File: src/rtl/alu_pkg.sv
// Shared opcode encodings, shifter modes and width default for the RV32I
// execute-stage ALU and the decode/pipeline logic that drives it.
package alu_pkg;

  localparam int XLEN_DEFAULT = 32;

  typedef logic [3:0] alu_op_t;

  localparam alu_op_t ALU_ADD    = 4'b0000;
  localparam alu_op_t ALU_SUB    = 4'b0001;
  localparam alu_op_t ALU_AND    = 4'b0010;
  localparam alu_op_t ALU_OR     = 4'b0011;
  localparam alu_op_t ALU_XOR    = 4'b0100;
  localparam alu_op_t ALU_SLL    = 4'b0101;
  localparam alu_op_t ALU_SRL    = 4'b0110;
  localparam alu_op_t ALU_SRA    = 4'b0111;
  localparam alu_op_t ALU_SLT    = 4'b1000;
  localparam alu_op_t ALU_SLTU   = 4'b1001;
  localparam alu_op_t ALU_COPY_B = 4'b1111;

  typedef enum logic [1:0] {
    SH_SLL = 2'b00,
    SH_SRL = 2'b01,
    SH_SRA = 2'b10
  } shift_mode_t;

endpackage

File: src/rtl/alu_if.sv
// Operand/result bundle between the EX-stage issue logic (master) and the ALU (slave).
// valid_i qualifies op1_i/op2_i/alu_op_i; there is no ready, the ALU accepts every cycle.
interface alu_if
  import alu_pkg::*;
#(
  parameter int XLEN = XLEN_DEFAULT
);

  logic [XLEN-1:0] op1_i;
  logic [XLEN-1:0] op2_i;
  alu_op_t         alu_op_i;
  logic            valid_i;
  logic [XLEN-1:0] alu_result_o;
  logic            zero_o;
  logic            illegal_op_o;
  logic [XLEN-1:0] result_q_o;
  logic            zero_q_o;
  logic            valid_q_o;

  modport master (
    output op1_i, op2_i, alu_op_i, valid_i,
    input  alu_result_o, zero_o, illegal_op_o, result_q_o, zero_q_o, valid_q_o
  );

  modport slave (
    input  op1_i, op2_i, alu_op_i, valid_i,
    output alu_result_o, zero_o, illegal_op_o, result_q_o, zero_q_o, valid_q_o
  );

endinterface

File: src/rtl/alu_shifter.sv
// Log-stage barrel shifter for SLL/SRL/SRA. Left shifts reuse the right-shift
// stages by bit-reversing the operand on the way in and the result on the way out.
module alu_shifter
  import alu_pkg::*;
#(
  parameter int XLEN    = XLEN_DEFAULT,
  parameter int SHAMT_W = $clog2(XLEN)
) (
  input  logic [XLEN-1:0]    value,
  input  logic [SHAMT_W-1:0] amount,
  input  shift_mode_t        mode,
  output logic [XLEN-1:0]    result
);

  logic            left;
  logic            fill;
  logic [XLEN-1:0] value_rev;
  logic [XLEN-1:0] post;
  logic [XLEN-1:0] post_rev;
  logic [XLEN-1:0] stg [SHAMT_W+1];

  assign left = (mode == SH_SLL);
  // Only SRA pulls in the sign bit; SLL and SRL shift in zeros.
  assign fill = (mode == SH_SRA) & value[XLEN-1];

  for (genvar b = 0; b < XLEN; b++) begin : g_rev
    assign value_rev[b] = value[XLEN-1-b];
    assign post_rev[b]  = post[XLEN-1-b];
  end

  assign stg[0] = left ? value_rev : value;

  for (genvar s = 0; s < SHAMT_W; s++) begin : g_stage
    localparam int STEP = 1 << s;
    assign stg[s+1] = amount[s] ? {{STEP{fill}}, stg[s][XLEN-1:STEP]} : stg[s];
  end

  assign post   = stg[SHAMT_W];
  assign result = left ? post_rev : post;

endmodule

File: src/rtl/alu.sv
// RV32I integer ALU: combinational result/zero/illegal for EX-stage use and
// forwarding, plus a registered copy with valid for the EX/MEM boundary.
module alu
  import alu_pkg::*;
#(
  parameter int XLEN = XLEN_DEFAULT
) (
  input logic  clk_i,
  input logic  rst_n_i,
  alu_if.slave bus
);

  localparam int SHAMT_W = $clog2(XLEN);

  logic [XLEN-1:0] result;
  logic            zero;
  logic            illegal;
  logic            lt_signed;
  logic            lt_unsigned;
  shift_mode_t     sh_mode;
  logic [XLEN-1:0] sh_result;
  logic [XLEN-1:0] result_q;
  logic            zero_q;
  logic            valid_q;

  // Shift mode is decoded outside the result mux so the shifter output does
  // not feed back into the process that selects it.
  assign sh_mode = (bus.alu_op_i == ALU_SRA) ? SH_SRA :
                   (bus.alu_op_i == ALU_SRL) ? SH_SRL : SH_SLL;

  alu_shifter #(
    .XLEN    (XLEN),
    .SHAMT_W (SHAMT_W)
  ) u_shifter (
    .value  (bus.op1_i),
    .amount (bus.op2_i[SHAMT_W-1:0]),
    .mode   (sh_mode),
    .result (sh_result)
  );

  assign lt_signed   = $signed(bus.op1_i) < $signed(bus.op2_i);
  assign lt_unsigned = bus.op1_i < bus.op2_i;

  always_comb begin
    result  = '0;
    illegal = 1'b0;
    case (bus.alu_op_i)
      ALU_ADD:    result = bus.op1_i + bus.op2_i;
      ALU_SUB:    result = bus.op1_i - bus.op2_i;
      ALU_AND:    result = bus.op1_i & bus.op2_i;
      ALU_OR:     result = bus.op1_i | bus.op2_i;
      ALU_XOR:    result = bus.op1_i ^ bus.op2_i;
      ALU_SLL,
      ALU_SRL,
      ALU_SRA:    result = sh_result;
      ALU_SLT:    result = {{(XLEN-1){1'b0}}, lt_signed};
      ALU_SLTU:   result = {{(XLEN-1){1'b0}}, lt_unsigned};
      ALU_COPY_B: result = bus.op2_i;
      default:    illegal = 1'b1;
    endcase
  end

  assign zero = (result == '0);

  // Reset wins over a simultaneous valid_i; result/zero only load on valid_i.
  always_ff @(posedge clk_i) begin
    if (!rst_n_i) begin
      result_q <= '0;
      zero_q   <= 1'b1;
      valid_q  <= 1'b0;
    end else begin
      valid_q <= bus.valid_i;
      if (bus.valid_i) begin
        result_q <= result;
        zero_q   <= zero;
      end
    end
  end

  assign bus.alu_result_o = result;
  assign bus.zero_o       = zero;
  assign bus.illegal_op_o = illegal;
  assign bus.result_q_o   = result_q;
  assign bus.zero_q_o     = zero_q;
  assign bus.valid_q_o    = valid_q;

endmodule

File: src/flat_wrapper.sv
// flat-port wrapper written by rule: the top's interface ports become plain ports
module alu_flat import alu_pkg::*;
#(
  parameter int XLEN = XLEN_DEFAULT
)
  (clk_i, rst_n_i, bus_op1_i, bus_op2_i, bus_alu_op_i, bus_valid_i, bus_alu_result_o, bus_zero_o, bus_illegal_op_o, bus_result_q_o, bus_zero_q_o, bus_valid_q_o);
  alu_if #(.XLEN(XLEN)) bus_i ();
  input logic clk_i;
  input logic rst_n_i;
  input wire logic [$bits(bus_i.op1_i)-1:0] bus_op1_i;
  input wire logic [$bits(bus_i.op2_i)-1:0] bus_op2_i;
  input wire logic [$bits(bus_i.alu_op_i)-1:0] bus_alu_op_i;
  input wire logic [$bits(bus_i.valid_i)-1:0] bus_valid_i;
  output wire logic [$bits(bus_i.alu_result_o)-1:0] bus_alu_result_o;
  output wire logic [$bits(bus_i.zero_o)-1:0] bus_zero_o;
  output wire logic [$bits(bus_i.illegal_op_o)-1:0] bus_illegal_op_o;
  output wire logic [$bits(bus_i.result_q_o)-1:0] bus_result_q_o;
  output wire logic [$bits(bus_i.zero_q_o)-1:0] bus_zero_q_o;
  output wire logic [$bits(bus_i.valid_q_o)-1:0] bus_valid_q_o;
  assign bus_i.op1_i = bus_op1_i;
  assign bus_i.op2_i = bus_op2_i;
  assign bus_i.alu_op_i = bus_alu_op_i;
  assign bus_i.valid_i = bus_valid_i;
  assign bus_alu_result_o = bus_i.alu_result_o;
  assign bus_zero_o = bus_i.zero_o;
  assign bus_illegal_op_o = bus_i.illegal_op_o;
  assign bus_result_q_o = bus_i.result_q_o;
  assign bus_zero_q_o = bus_i.zero_q_o;
  assign bus_valid_q_o = bus_i.valid_q_o;
  alu #(.XLEN(XLEN)) u_core (.clk_i(clk_i), .rst_n_i(rst_n_i), .bus(bus_i));
endmodule
File: config.mk
export PLATFORM = sky130hd
export DESIGN_NAME = alu_flat
export DESIGN_NICKNAME = d
export VERILOG_FILES = /design/src/rtl/alu_pkg.sv /design/src/rtl/alu_if.sv /design/src/rtl/alu_shifter.sv /design/src/rtl/alu.sv /design/src/flat_wrapper.sv
export SDC_FILE = /design/constraint.sdc
export NUM_CORES = 1
export LEC_CHECK = 0
export CORE_UTILIZATION = 29
export CTS_CLUSTER_DIAMETER = 100
export DETAILED_ROUTE_END_ITERATION = 10
export PLACE_DENSITY = 0.45
export SLEW_MARGIN = 10
export SYNTH_ARGS = -nofsm -noshare
export SYNTH_HDL_FRONTEND = slang
export SYNTH_SLANG_ARGS = --single-unit
File: constraint.sdc
create_clock -name clk_i -period 11.1 [get_ports clk_i]
set_clock_uncertainty 0.2 [all_clocks]
set_input_delay 1.665 -clock clk_i [delete_from_list [all_inputs] [get_ports clk_i]]
set_output_delay 1.665 -clock clk_i [all_outputs]
set_load 0.1 [all_outputs]
# Yosys cells after proc, flatten, opt, wreduce, memory -nomap -nowiden

Cells that the tools add are included.

$add $sub $neg: 2
$lt $le $gt $ge: 2
Equal/unequal tests: 11
Mux-type cells: 11
Bitwise logic cells: 4
Reduce and logical (&&, ||, !) cells: 5

Operators with widths:

| kind                 | number |
|---|---|
| $pmux W32 S9         | 1 |
| $mux W32             | 7 |
| $lt A32 B32 Y1       | 2 |
| $add A32 B32 Y32     | 1 |
| $and A32 B32 Y32     | 1 |
| $logic_not A32 Y1    | 1 |
| $or A32 B32 Y32      | 1 |
| $sub A32 B32 Y32     | 1 |
| $xor A32 B32 Y32     | 1 |
| $eq A4 B3 Y1 const B | 4 |
| $eq A4 B4 Y1 const B | 3 |
| $reduce_or A11 Y1    | 1 |
| $eq A4 B2 Y1 const B | 2 |
| $eq A4 B1 Y1 const B | 1 |
| $logic_not A4 Y1     | 1 |
| $reduce_or A3 Y1     | 1 |
| $eq A2 B2 Y1 const B | 1 |
| $logic_not A2 Y1     | 1 |
| $mux W1              | 2 |
| $mux W2              | 1 |
| $and A1 B1 Y1        | 1 |

Flip-flop bits (word level): 34
Bits of input ports: 71
Output and inout port bits: 68
Word-level logic and storage cells: 38

# Longest topological paths before layout

Gate-level depths: netlist (run 1).

Depth after elaboration: 13
Depth in mapped cells: 18
Depth with buffers taken out: 15

# Hierarchy

Synthesis (run 1) repeated with hierarchy kept, for this count alone.

Cells, all modules: 1549
Area, all modules: 10757.8 µm²

By module, submodules not included:

| module      | instances | cells an instance | area an instance (µm²) | seq. area each (µm²) |
|---|---|---|---|---|
| alu         | 1         | 1196              | 7966.4                 | 680.7 |
| alu_shifter | 1         | 353               | 2791.4                 | 0.0 |

# Worst setup path before layout (run 1)

OpenSTA, ideal clock, no wires.

Kind: input to output
Start: input port bus_op2_i[3]
End: output port bus_zero_o
Arrival time: 8412 ps
Required time: 9235 ps
Path slack: 823 ps
Stages on the path: 17
Buffers on the path: 3
Cell sequence: clkbuf_1 -> inv_1 -> clkbuf_1 -> clkbuf_1 -> ha_1 -> and3_1 -> a221oi_1 -> or3_1 -> a31oi_1 -> a31o_2 -> a221oi_1 -> o21ai_0 -> nor4_2 -> nand4b_1 -> nor4_2 -> nand4_1 -> nor3_1

Word-level cells in the longest chain between the ends: 5
Elaborated cells on any way between the ends: 12
Classes of those cells: add/sub: 2; order compare: 2; mux: 4; bitwise: 3; reduce/logical: 1

Ends and longest elaborated chain:

| item                                                     | line               | RTL |
|---|---|---|
| from (decl)                                              | flat_wrapper.sv:11 | `input wire logic [$bits(bus_i.op2_i)-1:0] bus_op2_i;` |
| branches (longest 3 deep; another with $sub A32 B32 Y32) | --                 |  |
| $pmux W32 S9 (*)                                         | alu.sv:47          | `case (bus.alu_op_i)` |
| via bus_alu_result_o[18]                                 | flat_wrapper.sv:14 | `output wire logic [$bits(bus_i.alu_result_o)-1:0] bus_alu_result_o;` |
| $logic_not A32 Y1 (*)                                    | alu.sv:63          | `assign zero = (result == '0);` |
| to (decl)                                                | flat_wrapper.sv:15 | `output wire logic [$bits(bus_i.zero_o)-1:0] bus_zero_o;` |

Mark *: on every way through the listed nets, which the timed path passes.

# Final worst setup path (run 1)

Start: input port bus_op2_i[4]
End: output port bus_alu_result_o[31]

Word-level cells in the longest chain between the ends: 3
Elaborated cells on any way between the ends: 5
Classes of those cells: add/sub: 2; mux: 3

Ends and longest elaborated chain:

| item                                                     | line |
|---|---|
| branches (longest 2 deep; another with $sub A32 B32 Y32) | -- |
| $pmux W32 S9 (*)                                         | alu.sv:47 |
| to (decl)                                                | flat_wrapper.sv:14 |

Mark *: on every way between the ends.

==> results.ini, run 1 <==
[yosys]
synth_seq_area_share = 0.0668
syn_area_per_cell_um2 = 6.98
synthArstFlopShare = 0
synth_seq_cells = 34
yosys_warnings = 0
synthCells = 1459
yosysTopAreaCellShare = 0.118
synth_edf_count = 0
syn-cell-area_mm2 = 0.0102
synthTopCellsByArea = ha_1, dfxtp_1, nor2_1
synth_flop_cell = dfxtp_1
synth_cell_types = 89
syn_nets = 1628
synth_area_leader_cell = ha_1

[place]
io_buffer_count = 138
dp.final_hpwl_um = 44300
place_congestion = 1.05

[setup_path]
r2r_start = u_core.bus.result_q_o[23]$_SDFFE_PN0P_
required_ns = 9.24
crit_arrival_ns = 7.57
path_cells = clkdlybuf4s50_1 > buf_4 > inv_2 > ha_1 > o211ai_1 > o211ai_1 > a21oi_1 > nor3_1 > o22ai_1 > o311ai_0 > a21o_1 > a21oi_1 > a21o_1 > a21boi_0 > inv_1 > clkdlybuf4s50_1
slowest_stage = clkdlybuf4s50_1
worst-path-buf-inv = 5
crit_family = compound AO/OA/AOI/OAI gates
startpoint_type = input port
slowest_delay_ns = 0.99
path_class = in -> out
path_max_fanout = 37
end_kind = primary output
crit_start = bus_op2_i[4]

[sta]
slew_viol_final = 0
min_period_ns = 9.43
finalSetupViolCount = 0
fin_crit_sh = 0.850
rsz0062_at_grt = no
tns_ns = 0
worstMarginPinSlew_ns = 1.12
final_hold_viol_count = 0
slew_headroom = 0.253
fmax_mhz = 106

[pwr]
ir_drop_v = 0.000117
p_total_mw = 1.10
power_density_mw_per_mm2 = 91.9
power.leakage_nw = 4.85

[detailed_routing]
remaining_drc_errors = 0
drt.antenna.violating_nets = 0
detailedRoute.firstPassIterationCount = 7
totalWireLength_um = 56500
via_per_inst = 6.40
vias = 12700
wl_per_cell_um = 28.5
first_iter_violations = 1488

[global_route]
grt_use_total = 0.306
grt_max_degree = 52
grt_pass1_vias = 11600
grt_pass1_wl_um = 81900
grt_antenna_before_repair = 2
gr-total-overflow = 0

[cells_and_area]
seqCellArea_um2 = 681
multi_input_area_mm2 = 0.00857
fillers = 3787
area_growth_syn_to_layout_pct = 17.8
layout-drive-gt1-share = 0.0787
antennaDiodeCount = 0
nets = 1693

[floorplan]
io_pins = 139
fp.dieW_um = 189
start_util = 0.295
die-area_mm2 = 0.0359
die_y_um = 189
num_rows = 68
core_mm2 = 0.0345

[cts]
numCtsBuffers = 5
clock-sinks = 34
htree_levels = 2
cts_max_path_buffers = 2
clockRootBuffer = clkbuf_16
cts_tree = built
cts_setup_buffers = 0
cts-resized-gates = 0
hold_buffers = 0
clk_pin_slew_ns = 0.05
worstSkewPairLatency_ns = 0.28

[run]
cap_violations = 0

[outcome]
run_status = finished, final reports clean

[hold_path]
min_from = u_core.bus.result_q_o[6]$_SDFFE_PN0P_
min_path_type = reg -> reg

## cell families after synthesis
logic type	count (synthesis)	synth area share
compound gates	489	0.337
simple gates	492	0.229
flops	34	0.0668
mux	93	0.129
buf+inv	229	0.0957
xor+xnor	24	0.0206
fa+ha+maj	98	0.122
## where the power goes
part | internal, mW | switching (mW)
clock network | 0.0819 | 0.0479
registers | 0.132 | 0.00491
logic | 0.239 | 0.597
total | 0.453 | 0.650
## tightest hold or removal path: stages (launching register included)
cell and delay [ns]:
dfxtp_1 0.30, nor2_1 0.08, nor3_1 0.05
## Yosys cell counts, types with 8 or more instances
| cell | count |
|---|---|
| nor3_1 | 50 |
| nor4_1 | 10 |
| xnor2_1 | 22 |
| nand4_1 | 18 |
| a211oi_1 | 34 |
| dfxtp_1 | 34 |
| o21ai_0 | 65 |
| o22ai_1 | 16 |
| nor2b_1 | 11 |
| buf_1 | 8 |
| a21oi_1 | 115 |
| clkbuf_1 | 73 |
| a32oi_1 | 9 |
| a31oi_1 | 24 |
| a221o_1 | 17 |
| a21o_1 | 13 |
| o21bai_1 | 9 |
| o221ai_1 | 15 |
| buf_2 | 20 |
| and3_1 | 9 |
| ha_1 | 96 |
| a211o_1 | 10 |
| or3_1 | 13 |
| nand2_1 | 111 |
| a221oi_1 | 21 |
| inv_1 | 110 |
| nand3_1 | 37 |
| mux2_2 | 13 |
| nor2_1 | 173 |
| mux4_2 | 28 |
| mux2i_1 | 51 |
| o211ai_1 | 26 |
| o31ai_1 | 17 |
| nand2b_1 | 15 |
| buf_6 | 8 |
## layout make-up
type / count / share of cell area
clock buffers: 7 / 0.0111
inverters: 114 / 0.0357
repair buffers: 173 / 0.135
multi-input cells: 1196 / 0.714
flip-flops and latches: 34 / 0.0567
well taps: 455 / 0.0474
## layout by cell type, fill, tap and decap left out, types with 34 or more instances in the layout
| cell | netlist | routed |
|---|---|---|
| nand3_1 | 37 | 37 |
| inv_1 | 110 | 110 |
| a21oi_1 | 115 | 115 |
| buf_4 | 5 | 39 |
| dfxtp_1 | 34 | 34 |
| clkdlybuf4s50_1 | 0 | 131 |
| nor3_1 | 50 | 48 |
| ha_1 | 96 | 96 |
| a211oi_1 | 34 | 34 |
| mux2i_1 | 51 | 51 |
| o21ai_0 | 65 | 65 |
| nor2_1 | 173 | 172 |
| nand2_1 | 111 | 111 |
## worst paths after layout
| path | to | slack, ns | cells after the start |
|---|---|---|---|
| setup reg to reg | u_core.bus.result_q_o[23]$_SDFFE_PN0P_ | 10.19 | 2 |
| hold reg to reg | u_core.bus.result_q_o[6]$_SDFFE_PN0P_ | 0.28 | 2 |
| setup / recovery | bus_alu_result_o[31] | 1.67 | 16 |
| hold / removal | u_core.bus.result_q_o[6]$_SDFFE_PN0P_ | 0.28 | 2 |
## metal layers
layer,vias up,track usage,part of all wire
met4,4,0.111,0.041
met2,761,0.480,0.44
met5,-,0,0.00041
li1,5607,-,-
met3,130,0.0582,0.092
met1,6162,0.413,0.43
## registers in the layout, indices dropped and copies added (netlist names)
register	count
u_core.bus.zero_q_o	1
u_core.bus.valid_q_o	1
u_core.bus.result_q_o	32
## stage by stage
| stage | cell area (um2) | utilization | worst slack, ns | cells | hold slack (ns) |
|---|---|---|---|---|---|
| 2_1_floorplan | 10200 | - | 0.823 | 1459 | 0.720 |
| 3_3_place_gp | 11900 | 0.344 | 1.74 | 1972 | 0.262 |
| 3_5_place_dp | 11900 | 0.344 | 1.79 | 1972 | 0.270 |
| 4_1_cts | 12000 | 0.347 | 1.79 | 1979 | 0.280 |
| 5_1_grt | 12000 | 0.347 | 1.40 | 1979 | 0.294 |
| 6_report | 12000 | 0.347 | 1.67 | 1979 | 0.277 |
(Power assumes the default switching activity.)
==> inputs of run 2 (changes only) <==
clock period = 9.6 ns   (was 11.1 ns; I/O delays follow)
==> results.ini, run 2 (synthesized netlist as in run 1, its figures left out) <==
[place]
io_buffer_count = 138  ; unchanged
place_congestion = 0.989  ; was 1.05
placed_area_mm2 = 0.0119  ; about the same
dp.final_hpwl_um = 44700  ; was 44300 um

[cts]
clockRootBuffer = clkbuf_16  ; unchanged
clk_pin_slew_ns = 0.05  ; about the same
clock-sinks = 34  ; unchanged
worstSkewPairLatency_ns = 0.28  ; about the same
hold_buffers = 0  ; unchanged
cts-resized-gates = 0  ; unchanged
cts_setup_buffers = 0  ; unchanged
numCtsBuffers = 5  ; unchanged
cts_tree = built  ; unchanged
cts_max_path_buffers = 2  ; unchanged
htree_levels = 2  ; unchanged

[cells_and_area]
final_area_mm2 = 0.0120  ; about the same
layout-drive-gt1-share = 0.0957  ; was 0.0787
nets = 1695  ; was 1693
final_common_cell = nor2_1  ; unchanged
final_cell_mix = nor2_1, a21oi_1, nand2_1  ; was nor2_1, clkdlybuf4s50_1, a21oi_1
area_growth_syn_to_layout_pct = 17.9  ; was 17.8%
utilization = 0.348  ; was 0.347
largest_reg_flops = 32  ; unchanged

[setup_path]
r2r_start = u_core.bus.result_q_o[0]$_SDFFE_PN0P_  ; was u_core.bus.result_q_o[23]$_SDFFE_PN0P_
worst-path-stages = 16  ; unchanged
crit_arrival_ns = 7.07  ; was 7.57 ns
crit_start = bus_alu_op_i[3]  ; was bus_op2_i[4]
crit_family = simple AND/OR/NAND/NOR gates  ; was compound AO/OA/AOI/OAI gates
startpoint_type = input port  ; unchanged
endpoint = bus_zero_o  ; was bus_alu_result_o[31]
worstRegToRegCells = 2  ; unchanged
slowest_stage = a2111oi_0  ; was clkdlybuf4s50_1
slowest_delay_ns = 0.93  ; was 0.99 ns
worst-path-buf-inv = 4  ; was 5
path_class = in -> out  ; unchanged
path_max_fanout = 28  ; was 37
end_kind = primary output  ; unchanged
path_cells = clkdlybuf4s50_1 > buf_4 > and3b_2 > buf_4 > mux4_2 > o22ai_1 > a2111oi_0 > nand3_1 > o211ai_1 > nand4_1 > nor4_2 > nand4b_1 > nor4_2 > nand4_1 > nor3_2 > buf_12  ; was clkdlybuf4s50_1 > buf_4 > inv_2 > ha_1 > o211ai_1 > o211ai_1 > a21oi_1 > nor3_1 > o22ai_1 > o311ai_0 > a21o_1 > a21oi_1 > a21o_1 > a21boi_0 > inv_1 > clkdlybuf4s50_1
required_ns = 7.96  ; was 9.24 ns
r2r_slack_ns = 8.68  ; was 10.19 ns
regToRegEndpoint = u_core.bus.result_q_o[0]$_SDFFE_PN0P_  ; was u_core.bus.result_q_o[23]$_SDFFE_PN0P_

[run]
cap_violations = 0  ; unchanged

[pwr]
ir_drop_v = 0.000133  ; was 0.000117 V
power_density_mw_per_mm2 = 107  ; was 91.9 mW/mm2
p_total_mw = 1.28  ; was 1.10 mW
power.leakage_nw = 4.91  ; was 4.85 nW

[sta]
finalSetupViolCount = 0  ; unchanged
fmax_mhz = 115
rsz0062_at_grt = no  ; unchanged
final_hold_viol_count = 0  ; unchanged
slew_viol_final = 0  ; unchanged
slew_headroom = 0.197  ; was 0.253
tns_ns = 0  ; unchanged
worstMarginPinSlew_ns = 1.17  ; was 1.12 ns
fin_crit_sh = 0.908
min_period_ns = 8.71
timing.hold.ws_ns = 0.278  ; was 0.277 ns

[detailed_routing]
via_per_inst = 6.39  ; was 6.40
totalWireLength_um = 56700  ; was 56500 um
vias = 12700  ; unchanged
first_iter_violations = 1454  ; was 1488
detailedRoute.firstPassIterationCount = 9  ; was 7
drt.antenna.violating_nets = 0  ; unchanged
remaining_drc_errors = 0  ; unchanged
wl_per_cell_um = 28.6  ; was 28.5 um

[global_route]
grt_use_total = 0.307  ; was 0.306
gr-total-overflow = 0  ; unchanged
grt_antenna_before_repair = 1  ; was 2
grt_max_degree = 56  ; was 52
grt_pass1_wl_um = 82200  ; was 81900 um
grt_pass1_vias = 11700  ; was 11600

[floorplan]
io_pins = 139  ; unchanged
num_rows = 68  ; unchanged
start_util = 0.295  ; unchanged
fp.dieW_um = 189  ; unchanged
core_mm2 = 0.0345  ; unchanged
die_y_um = 189  ; unchanged
die-area_mm2 = 0.0359  ; unchanged

[outcome]
run_status = finished, final reports clean  ; unchanged

[hold_path]
min_path_type = reg -> reg  ; unchanged

run 2: cell types whose count changed in the layout (fill, tap and decap cells not counted):
| cell | previous run | this run |
|---|---|---|
| clkinv_2 | 0 | 2 |
| buf_4 | 39 | 59 |
| nor3_2 | 1 | 2 |
| nor3_1 | 48 | 47 |
| clkbuf_1 | 2 | 0 |
| diode_2 | 0 | 1 |
| buf_12 | 0 | 3 |
| clkdlybuf4s50_1 | 131 | 110 |
run 2: how the worst min path moves through the flow:
stage | startpoint | endpoint | slack (ns) | depth (start not counted)
global placement | u_core.bus.zero_q_o$_SDFFE_PN1P_ | u_core.bus.zero_q_o$_SDFFE_PN1P_ | 0.26 | 2
floorplan | u_core.bus.result_q_o[24]$_SDFFE_PN0P_ | u_core.bus.result_q_o[24]$_SDFFE_PN0P_ | 0.72 | 2
CTS | u_core.bus.zero_q_o$_SDFFE_PN1P_ | u_core.bus.zero_q_o$_SDFFE_PN1P_ | 0.28 | 2
finish | u_core.bus.result_q_o[26]$_SDFFE_PN0P_ | u_core.bus.result_q_o[26]$_SDFFE_PN0P_ | 0.28 | 2
global route | u_core.bus.zero_q_o$_SDFFE_PN1P_ | u_core.bus.zero_q_o$_SDFFE_PN1P_ | 0.30 | 2
detailed placement | u_core.bus.zero_q_o$_SDFFE_PN1P_ | u_core.bus.zero_q_o$_SDFFE_PN1P_ | 0.27 | 2
run 2: worst register-to-register path, cell delays in order, from the launching register on:
cell      delay [ns]
dfxtp_1         0.37
nor2_1          0.06
a211oi_1        0.20
run 2: cell type report:
type	count	area (um2)
Clock buffer	5	125
Multi-Input combinational cell	1196	8580
Tap cell	455	569
Clock inverter	2	10.0
Inverter	114	428
Sequential cell	34	681
Antenna cell	1	2.50
Fill cell	3806	22500
Timing Repair Buffer	175	1620
run 2: stage by stage:
step	instances	setup WS, ns
after floorplan	1459	0.628
after global placement	1974	0.928
after detailed placement	1974	0.950
after CTS	1981	0.957
after global routing	1981	0.670
final	1982	0.888
run 2: report_power, final:
group	internal, mW	switching [mW]	total, mW
Combinational	0.275	0.698	0.973
Sequential	0.153	0.00599	0.159
Clock	0.0934	0.0562	0.150
Total	0.521	0.761	1.28
run 2: routing by layer:
| metal | wire length [um] | global-route usage | vias to the layer above |
|---|---|---|---|
| li1 | - | - | 5613 |
| met1 | 25000 | 0.440 | 6213 |
| met2 | 24500 | 0.468 | 740 |
| met3 | 5050 | 0.0350 | 98 |
| met4 | 2150 | 0.109 | 0 |
| met5 | 0 | 0 | - |
==> variant, RTL diff (settings of run 2) <==
Set the package constant `XLEN_DEFAULT` to 16 (it was 32).
--- a/src/rtl/alu_pkg.sv
+++ b/src/rtl/alu_pkg.sv
@@ -3,5 +3,5 @@
 package alu_pkg;
 
-  localparam int XLEN_DEFAULT = 32;
+  localparam int XLEN_DEFAULT = 16;
 
   typedef logic [3:0] alu_op_t;
Interface: changed (resized bus_alu_result_o, bus_op1_i, bus_op2_i and bus_result_q_o); port bits go from 139 to 75. The function was not compared with the original's and may differ.
==> variant against run 2 <==
- sequential share of layout area grew 0.58 points
- cell area shrank 52%
- die area shrank 52%
- total power shrank 52%
- worst setup slack gained 0.80 ns
- largest cell class unchanged
- count of clock-buffer cells in the layout shrank 1
- critical path depth shrank 3
- sequential cell count shrank 16
- largest power group unchanged
- sequential power shrank 47%
- area after synthesis shrank 53%
- routed wire length shrank 62%
==> variant: results (changes against run 2) <==
----------------------------------------------------
[Cells and area]
  Share of post-route cells with drive strength above 1 ... 9.88% (+0.31 points)
  Number of nets in the final layout ... 768 (-55%)
  Post-layout instance count excluding filler cells ... 894 (-55%)
  Number of flip-flops in the largest register ... 16 (-50%)

[Clock tree]
  Clock latency on the worst-skew pair ... 0.25 ns (-0.03 ns)
  Number of clock buffers inserted by TritonCTS ... 3 (-2)

[Logic synthesis]
  Sequential share of the synthesized area ... 7.51% (+0.83 points)
  Mux contribution to synthesized area ... 13.4% (+0.49 points)
  Area share of fa/ha/maj cells after synthesis ... 13.4% (+1.2 points)
  Cell types with the largest area share after synthesis ... sky130_fd_sc_hd__ha_1 (13%), sky130_fd_sc_hd__dfxtp_1 (7.5%), sky130_fd_sc_hd__mux4_2 (6.6%), sky130_fd_sc_hd__mux2i_1 (5.6%), sky130_fd_sc_hd__nor2_1 (4.4%)
  Fraction of synthesized cell area in xor and xnor cells ... 1.10% (-0.97 points)
  Mean area per synthesized cell ... 7.55 sq um (+8.2%)
  Count of unique library cells instantiated by Yosys ... 85 (-4.5%)
  Compound-Gate Fraction of Synth Area ... 34.8% (+1.1 points)

[Worst hold path]
  Worst hold endpoint ... u_core.bus.result_q_o[11]
  Launch instance of the worst min-delay path ... u_core.bus.result_q_o[11]

[Timing]
  Worst hold-check slack ... 0.284 ns (+0.00571 ns)
  Time the worst path needs with I/O delays and setup ... 7.91 ns (-0.803 ns)
  Normalized max-slew margin ... 26.1% (+6.4 points)

[Placement]
  Placed cells ... 890 (-55%)
  Placed Instance Area ... 5680 sq um (-52%)
  Quantity of I/O buffers inserted on ports ... 74 (-46%)
  Final weighted congestion of routability-driven global placement ... 0.976 (-1.4%)

[Detailed routing]
  Via-to-Cell Ratio ... 6.19 (-3.1%)
  DR WL met2 ... 9.66 mm (-61%)
  Wl on met1 ... 9.94 mm (-60%)
  Length of the first detailed-routing pass in iterations ... 5 (-4)
  Iter 0 DRT Violations ... 728 (-50%)

[Global route]
  Maximum number of pins on one net before global-route repair ... 31 (-45%)
  GR Layer Usage met1 ... 36.2% (-7.8 points)
  GRT Total Usage ... 25.0% (-5.7 points)
  GR Layer Usage met2 ... 38.9% (-7.9 points)

[Worst setup path]
  Critical path launch point ... bus_op2_i[1]
  Worst-path fanout max ... 22 (-21%)
  Critical path destination ... bus_alu_result_o[13]
  Peak per-stage delay on the critical path ... 0.99 ns (+0.06 ns)
  Worst reg2reg setup slack ... 8.67 ns (about the same)
  Cell with the biggest individual delay on the critical path ... sky130_fd_sc_hd__clkdlybuf4s50_1

[Outcome]
  Outcome ... completed

[Power]
  Leak Pwr ... 2.39 nW (-51%)
  Max VDD drop ... 0.0974 mV (-27%)

----------------------------------------------------
[variant: changes by cell type in the layout (fill, tap and decap cells not counted), moves of 24 or more]
cell                                     run 2  this run
sky130_fd_sc_hd__nand2_1                   111        45
sky130_fd_sc_hd__inv_1                     110        50
sky130_fd_sc_hd__o21ai_0                    65        27
sky130_fd_sc_hd__clkdlybuf4s50_1           110        72
sky130_fd_sc_hd__buf_4                      59        16
sky130_fd_sc_hd__ha_1                       96        48
sky130_fd_sc_hd__nor3_1                     47        21
sky130_fd_sc_hd__mux2i_1                    51        27
sky130_fd_sc_hd__a21oi_1                   115        33
sky130_fd_sc_hd__nor2_1                    172        56
[variant: final cells by class]
type                       count  area, sq um
tap                          216          270
clock buffer                   4         88.8
inverter                      51          191
multi-input combinational    517         4020
sequential                    18          360
fill                        1737        10200
timing repair buffer          88          841
[variant: where the power goes]
group | internal (mW) | total (mW) | switching (mW)
logic | 0.130 | 0.433 | 0.303
clock network | 0.0634 | 0.0918 | 0.0284
registers | 0.0807 | 0.0837 | 0.00301
